$ cat src/rtl/wormhole_output_allocator.sv
// Per-output wormhole allocator: a round-robin grant per output, held until the
// owning input sends its TAIL flit. All outputs are driven straight from flops.
module wormhole_output_allocator #(
  parameter int unsigned PORTS       = 4,
  parameter bit          ALLOW_UTURN = 1'b0,
  localparam int unsigned DIR_W      = (PORTS > 2) ? $clog2(PORTS) : 1
) (
  input  logic                   clk,
  input  logic                   rst,
  input  logic [PORTS-1:0]       req_i,
  input  logic [PORTS*DIR_W-1:0] req_dst_i,
  input  logic [PORTS-1:0]       flit_fire_i,
  input  logic [PORTS-1:0]       flit_tail_i,
  output logic [PORTS-1:0]       grant_o,
  output logic [PORTS*DIR_W-1:0] in_route_o,
  output logic [PORTS-1:0]       out_busy_o,
  output logic [PORTS*DIR_W-1:0] sel_o,
  output logic                   err_o
);

  typedef enum logic {
    ST_IDLE   = 1'b0,
    ST_LOCKED = 1'b1
  } state_e;

  state_e           r_state [PORTS];
  logic [DIR_W-1:0] r_owner [PORTS];
  logic [DIR_W-1:0] r_ptr   [PORTS];

  state_e           w_state_nxt [PORTS];
  logic [DIR_W-1:0] w_owner_nxt [PORTS];
  logic [DIR_W-1:0] w_ptr_nxt   [PORTS];
  logic [DIR_W-1:0] w_dst       [PORTS];
  logic [PORTS-1:0] w_cand      [PORTS];
  logic [PORTS-1:0] w_bad_req;
  logic             w_err_evt;

  logic [PORTS-1:0]       w_grant_nxt;
  logic [PORTS-1:0]       w_busy_nxt;
  logic [PORTS*DIR_W-1:0] w_route_nxt;
  logic [PORTS*DIR_W-1:0] w_sel_nxt;

  logic             w_found;
  logic [DIR_W-1:0] w_win;
  logic [DIR_W-1:0] w_scan;
  int unsigned      w_idx;

  // Request decode: illegal requests raise the error and never become candidates
  always_comb begin
    w_err_evt = 1'b0;
    for (int unsigned i = 0; i < PORTS; i++) begin
      w_dst[i]     = req_dst_i[i*DIR_W +: DIR_W];
      w_bad_req[i] = req_i[i] && ((32'(w_dst[i]) >= PORTS) ||
                                  (!ALLOW_UTURN && (32'(w_dst[i]) == i)));
      if (w_bad_req[i] || (flit_fire_i[i] && flit_tail_i[i] && !grant_o[i])) begin
        w_err_evt = 1'b1;
      end
    end
    for (int unsigned o = 0; o < PORTS; o++) begin
      for (int unsigned i = 0; i < PORTS; i++) begin
        w_cand[o][i] = req_i[i] && !w_bad_req[i] && !grant_o[i] && (32'(w_dst[i]) == o);
      end
    end
  end

  // Per-output IDLE/LOCKED next state, round-robin winner and next output image
  always_comb begin
    w_grant_nxt = '0;
    w_busy_nxt  = '0;
    w_route_nxt = '0;
    w_sel_nxt   = '0;
    w_found     = 1'b0;
    w_win       = '0;
    w_scan      = '0;
    w_idx       = 0;
    for (int unsigned o = 0; o < PORTS; o++) begin
      w_state_nxt[o] = r_state[o];
      w_owner_nxt[o] = r_owner[o];
      w_ptr_nxt[o]   = r_ptr[o];
      w_found        = 1'b0;
      w_win          = '0;
      if (r_state[o] == ST_IDLE) begin
        for (int unsigned k = 0; k < PORTS; k++) begin
          w_idx = 32'(r_ptr[o]) + k;
          if (w_idx >= PORTS) begin
            w_idx = w_idx - PORTS;
          end
          w_scan = DIR_W'(w_idx);
          if (!w_found && w_cand[o][w_scan]) begin
            w_found = 1'b1;
            w_win   = w_scan;
          end
        end
        if (w_found) begin
          w_state_nxt[o] = ST_LOCKED;
          w_owner_nxt[o] = w_win;
          w_ptr_nxt[o]   = ((32'(w_win) + 1) >= PORTS) ? '0 : DIR_W'(32'(w_win) + 1);
        end
      end else if (flit_fire_i[r_owner[o]] && flit_tail_i[r_owner[o]]) begin
        w_state_nxt[o] = ST_IDLE;
      end

      if (w_state_nxt[o] == ST_LOCKED) begin
        w_busy_nxt[o]                = 1'b1;
        w_sel_nxt[o*DIR_W +: DIR_W]  = w_owner_nxt[o];
        for (int unsigned i = 0; i < PORTS; i++) begin
          if (w_owner_nxt[o] == DIR_W'(i)) begin
            w_grant_nxt[i]                = 1'b1;
            w_route_nxt[i*DIR_W +: DIR_W] = DIR_W'(o);
          end
        end
      end
    end
  end

  always_ff @(posedge clk or posedge rst) begin
    if (rst) begin
      for (int unsigned o = 0; o < PORTS; o++) begin
        r_state[o] <= ST_IDLE;
        r_owner[o] <= '0;
        r_ptr[o]   <= '0;
      end
      grant_o    <= '0;
      in_route_o <= '0;
      out_busy_o <= '0;
      sel_o      <= '0;
      err_o      <= 1'b0;
    end else begin
      for (int unsigned o = 0; o < PORTS; o++) begin
        r_state[o] <= w_state_nxt[o];
        r_owner[o] <= w_owner_nxt[o];
        r_ptr[o]   <= w_ptr_nxt[o];
      end
      grant_o    <= w_grant_nxt;
      in_route_o <= w_route_nxt;
      out_busy_o <= w_busy_nxt;
      sel_o      <= w_sel_nxt;
      err_o      <= err_o | w_err_evt;
    end
  end

endmodule

$ cat config.mk
export PLATFORM = sky130hd
export DESIGN_NAME = wormhole_output_allocator
export DESIGN_NICKNAME = d
export VERILOG_FILES = /design/src/rtl/wormhole_output_allocator.sv
export SDC_FILE = /design/constraint.sdc
export NUM_CORES = 1
export LEC_CHECK = 0
export BUFFER_PORTS_ARGS = -buffer_cell sky130_fd_sc_hd__buf_4
export CAP_MARGIN = 20
export CELL_PAD_IN_SITES_DETAIL_PLACEMENT = 1
export CELL_PAD_IN_SITES_GLOBAL_PLACEMENT = 1
export CORE_ASPECT_RATIO = 1.75
export CORE_MARGIN = 4
export CORE_UTILIZATION = 30
export DETAILED_ROUTE_END_ITERATION = 10
export PLACE_DENSITY_LB_ADDON = 0.1
export SLEW_MARGIN = 10
export SYNTH_ARGS = -nofsm -noshare
export SYNTH_HDL_FRONTEND = slang
export SYNTH_SLANG_ARGS = --single-unit
export TNS_END_PERCENT = 20
$ cat constraint.sdc
create_clock -name clk -period 5.6 [get_ports clk]
set_input_delay 0.28 -clock clk [delete_from_list [all_inputs] [get_ports clk]]
set_output_delay 0.28 -clock clk [all_outputs]
set_load 0.02 [all_outputs]
==> out/results.ini, run 1 <==
[clock_network]
cts_num_sinks=41
hold_buffers=0
cts_tree=built
ctsResizeCount=0
worstSkewPairLatency_ns=0.29
cts_setup_buffers=0
ctsHtreeMaxLevel=2
numCtsBuffers=5
cts_root_buffer=clkbuf_16
path_clk_slew_ns=0.06
clockBufferDepth=2

[sta]
setup_viol=0
period_share=0.3817
hold_viol=0
fin_setup_tns_ns=0
rsz0062_at_grt=no
relSlewSlack=0.3517
finalClockSkew_ns=0.004176
slew_violations=0
fmax_mhz=467.8
fin_crit_ns=2.138
holdWs_ns=0.07102
tightestPinTransition_ns=0.9479

[synth]
postSynthNetCount=261
synth_compound_gate_area_share=0.2458
yosys_warnings=0
synth_mux_area_frac=0.02807
synth_top_family_by_area=simple AND/OR/NAND/NOR gates
synth-edff-count=0
synth-xor-area-share=0
synthSimpleGateAreaFrac=0.2548
ys_seq_area_frac=0.4343
syn_area_um2=2362
synth_flop_cell=dfrtp_1
syn_inst=238
synth-seq-cells=41
avgSynthCellArea_um2=9.925
synth_cell_types=62
async_flop_share=1.000
synth_fa_ha_area_frac=0.009534

[floorplan]
core_area_um2=7620
start_util=0.3100
io-pin-count=47
fp.dieH_um=125.4
die_w_um=75.08
die_area_um2=9414
rows=42

[routing]
drc=0
maxUsedRoutingLayer=met4
first_pass_iters=4
drt_iter0_drc=68
vias=2099
vias_per_cell=5.553
finalWirelength_mm=7.298
wl_met1_mm=2.801
final_antenna_net_count=0
dr_wl_met3_um=274
wl_met2_mm=4.015
wl_per_cell_um=19.31

[global_route]
grt_antenna_before_repair=0
track_usage=0.1664
grt_overflow=0
grt_max_degree=26
grt_pass1_wl_mm=11.74
grt_pass1_vias=2198

[place]
dp_hpwl_mm=5.830
routabilityCongestion=0.8410
port_buffers=46

[layout]
fillers=882
fin_nets=312
area_growth_pct=25.11
final_cell_mix=buf_4, dfrtp_1, nor2_1
final_common_cell=buf_4
drive_gt1_frac=0.2586
diodes=0

[critical_path]
path_max_fanout=7
worstSetupEndpointType=register
crit_chain=nand4bb_1, o211ai_1, a2bb2oi_2, or4b_1, o21bai_2
slowest_stage=or4b_1
startpoint_type=register
cp.arrival_ns=2.35
cp.required_ns=5.82
slowest_delay_ns=0.54
worstRegToRegCells=5
critPathKind=register to register

[flow_run]
drv_cap=0

[pwr]
p_leak_nw=1.353
total_power_mw=1.534
p_per_area_nw_per_um2=518.9
ir_drop_mv=0.1942

[status]
status=finished, final reports clean

[worst_hold_path]
holdCritPathClass=primary input to asynchronous set/reset pin

## cells in the mapped netlist (2+ instances only)
master	n	share of area
nand4b_1	2	0.0074
o2bb2ai_1	2	0.0074
or2_2	3	0.0079
dfrtp_1	41	0.43
o21ai_0	14	0.030
o22ai_1	2	0.0053
and2_1	5	0.013
o31ai_1	3	0.0095
or4bb_1	2	0.0095
o21ai_1	2	0.0042
o21a_1	4	0.013
and4b_1	2	0.0085
nor4_1	2	0.0053
nor4b_2	3	0.019
nand2_1	20	0.032
nand3_1	7	0.015
a21o_1	4	0.013
nor2b_1	5	0.013
nand4bb_1	4	0.019
a211oi_1	2	0.0064
a32o_1	2	0.0085
and4bb_2	2	0.011
or4b_1	2	0.0085
clkbuf_1	2	0.0032
o211ai_1	8	0.025
nor2_1	21	0.033
mux4_2	2	0.019
a21oi_1	12	0.025
and4bb_1	2	0.011
a2111oi_0	2	0.0074
o2111ai_1	3	0.011
inv_1	14	0.022
nand2b_1	5	0.013
nor3_1	4	0.0085
## layout make-up
type / count / area, um^2 / area share
multi-input combinational: 180 / 1271 / 0.4301
inverter: 14 / 52.55 / 0.01778
clock buffer: 5 / 125.1 / 0.04234
tap: 88 / 110.1 / 0.03726
clock inverter: 3 / 17.52 / 0.005927
timing repair buffer: 47 / 352.8 / 0.1194
sequential: 41 / 1026 / 0.3472
## state kept, by name, indices dropped and copies added, names as in the netlist, named ones only
register,count
in_route_o,8
r_owner,8
sel_o,8
r_ptr,6
grant_o,4
out_busy_o,4
err_o,1
## stage by stage
step	cells	setup WS, ns	util	instance area [um^2]
global route	378	3.327	0.3878	2955
detailed placement	370	3.482	0.3691	2813
CTS	378	3.466	0.3878	2955
global placement	370	3.371	0.3691	2813
finish	378	3.462	0.3878	2955
floorplan	238	3.689	-	2362
## critical path, delay by kind of cell (launching register included)
kind | cells | cell delay, ns
flip-flops | 1 | 0.46
AO/OA/AOI/OAI | 3 | 0.68
AND/OR/NAND/NOR | 2 | 0.93
## layer usage
metal,up-vias,track usage
li1,1013,-
met1,1031,0.1948
met3,10,0.02811
met2,45,0.2867
met5,-,0
met4,0,0.07233
## logic make-up after synthesis
| logic type | after synthesis |
|---|---|
| simple gates | 97 |
| compound gates | 77 |
| fa+ha+maj | 2 |
| buf+inv | 17 |
| flops | 41 |
| mux | 4 |
## report_power, final
part           leakage [nW]  internal (mW)  switching, mW
Combinational         0.779          0.301          0.377
Clock                0.0696          0.163          0.119
Sequential            0.505          0.427          0.147
Total                  1.35          0.891          0.643
## path summary, 6_finish.rpt
path                       slack [ns]        from                         end
max                              3.46  grant_o[2]               in_route_o[4]
min                              0.07         rst  asynchronous set/reset pin
max reg2reg                      3.46  grant_o[2]               in_route_o[4]
min reg2reg                      0.48  r_owner[0]                  r_owner[0]
max in group asynchronous        4.74         rst                    sel_o[7]
min in group clk                 0.29    req_i[3]                       err_o
Power figures use the tool's default switching activity.
==> run 2: changes to the inputs <==
==> constraint.sdc (replaced) <==
create_clock -name clk -period 2 [get_ports clk]
set_input_delay 0.1 -clock clk [delete_from_list [all_inputs] [get_ports clk]]
set_output_delay 0.1 -clock clk [all_outputs]
set_load 0.02 [all_outputs]
==> run 2 against run 1 <==
Compared with the run above:
- cell count up 12%
- critical path depth grew 2
- clock-buffer cell count rose by 2
- combinational power increased to 3.6 times the previous value
- cell area increased by 16%
- via count increased by 8.3%
- setup slack lost 3.4 ns
- largest cell class unchanged
- largest power group unchanged
- highest routed layer unchanged
==> out/results.ini, run 2 (synthesis gave the netlist of run 1 again) <==
[pwr]
p_int_mw=2.914
p_seq_frac=0.323
combPwrFrac=0.499
total_power_mw=4.853
p_sw_mw=1.938
p_per_area_nw_per_um2=1419
p_leak_nw=1.619
ir_drop_mv=0.4425
p_sw_frac=0.3995
power_frac_clock=0.178

[layout]
final_cell_mix=buf_4, dfrtp_1, nor2_1
ff_latch_area_um2=1027
reg_top3=in_route_o x8, r_owner x8, sel_o x8
fin_nets=359
area_growth_pct=44.76
drive_gt1_frac=0.4006
multiInputGateArea_um2=1360
fillers=884
final_common_cell=buf_4
diodes=0

[worst_hold_path]
holdCritPathClass=primary input to register

[status]
status=finished, final reports clean

[place]
dp_hpwl_mm=6.193
routabilityCongestion=0.9091
port_buffers=46

[floorplan]
core_area_um2=7620
fp.dieH_um=125.4
io-pin-count=47
start_util=0.3100
rows=42
die_area_um2=9414
die_w_um=75.08

[sta]
rsz0062_at_grt=yes
period_share=0.9679
holdWs_ns=0.1198
hold_viol=0
fin_crit_ns=1.936
slew_violations=0
fmax_mhz=516.6
tightestPinTransition_ns=0.5777
setup_viol=0
finalClockSkew_ns=0.003647
relSlewSlack=0.6049

[critical_path]
path_max_fanout=5
cp.arrival_ns=2.10
crit_chain=buf_4, and4b_2, a21oi_2, o211a_1, buf_4, buf_4, or2_2
startpoint_type=register
slowest_delay_ns=0.42
cp.required_ns=2.17
slowest_stage=dfrtp_1
cp_num_buf_inv=3
path_common_cell=buf_4
worstSetupEndpointType=register
critPathKind=register to register
cp_top_family=simple AND/OR/NAND/NOR gates

[clock_network]
worstSkewPairLatency_ns=0.29
cts_num_sinks=41
numCtsBuffers=5
clockBufferDepth=2
path_clk_slew_ns=0.06
ctsHtreeMaxLevel=2
cts_root_buffer=clkbuf_16
cts_tree=built

[routing]
finalWirelength_mm=7.854
vias=2274
drc=0
final_antenna_net_count=0
drt_iter0_drc=63
first_pass_iters=4
wl_per_cell_um=18.48
vias_per_cell=5.351

[global_route]
grt_pass1_vias=2432
grt_overflow=0
grt_antenna_before_repair=0
grt_max_degree=42
grt_pass1_wl_mm=12.50
track_usage=0.1756

[flow_run]
drv_cap=0

==> run 2: area by class of cell <==
cell class,count,share of cell area
Multi-Input combinational cell,180,0.3977
Sequential cell,41,0.3004
Timing Repair Buffer,94,0.2082
Clock inverter,1,0.001464
Clock buffer,7,0.04464
Tap cell,88,0.03220
Inverter,14,0.01537
==> run 2: worst register-to-register path: cells and delay by family, from the launching register on <==
family / cells / cell delay (ns)
buf+inv: 3 / 0.44
flops: 1 / 0.42
compound gates: 2 / 0.34
simple gates: 2 / 0.62
==> run 2: path summary, 6_finish.rpt <==
check                                 from             to  slack (ns)  depth (start not counted)
worst min-delay path              req_i[3]          err_o        0.12                          3
max in group asynchronous              rst     grant_o[1]        1.10                          4
worst min register to register  r_owner[0]     r_owner[0]        0.48                          1
min in group asynchronous              rst  in_route_o[2]        0.51                          4
worst max register to register  grant_o[2]       sel_o[6]        0.06                          7
worst max-delay path            grant_o[2]       sel_o[6]        0.06                          7
==> run 2: timing repair <==
item | CTS | global route
gates resized for setup | 6 | 17
pin swaps | 2 | 10
hold buffers | 1 | 0
endpoints found under the setup margin | 3 | 12
hold endpoints to repair | 41 | 0
setup buffers | 1 | 8
==> run 2: stage by stage <==
stage               std cells    util   TNS, ns  setup WS [ns]  cell area [um^2]
floorplan                 238       -         0        0.08863              2362
global placement          408  0.4066   -0.2481        -0.1382              3098
detailed placement        408  0.4066   -0.1678       -0.08288              3098
CTS                       418  0.4330  -0.03535       -0.03535              3299
global route              425  0.4488  -0.03486       -0.01163              3420
finish                    425  0.4488         0        0.06420              3420
==> run 2: power groups by stage <==
stage,combinational (mW),sequential [mW],clock (mW)
after global placement,2.33,1.55,0
after CTS,2.36,1.55,0.894
after floorplan,1.01,1.74,0
after detailed placement,2.32,1.57,0
final,2.42,1.57,0.863
after global routing,2.65,1.63,0.924
==> run 2: per-layer routing <==
layer  track usage  wire length (um)  vias up
li1              -                 -     1095
met1        0.1873              2968     1131
met2        0.3289              4489       37
met3       0.03133               231       11
met4       0.05870               165        0
met5             0                 0        -
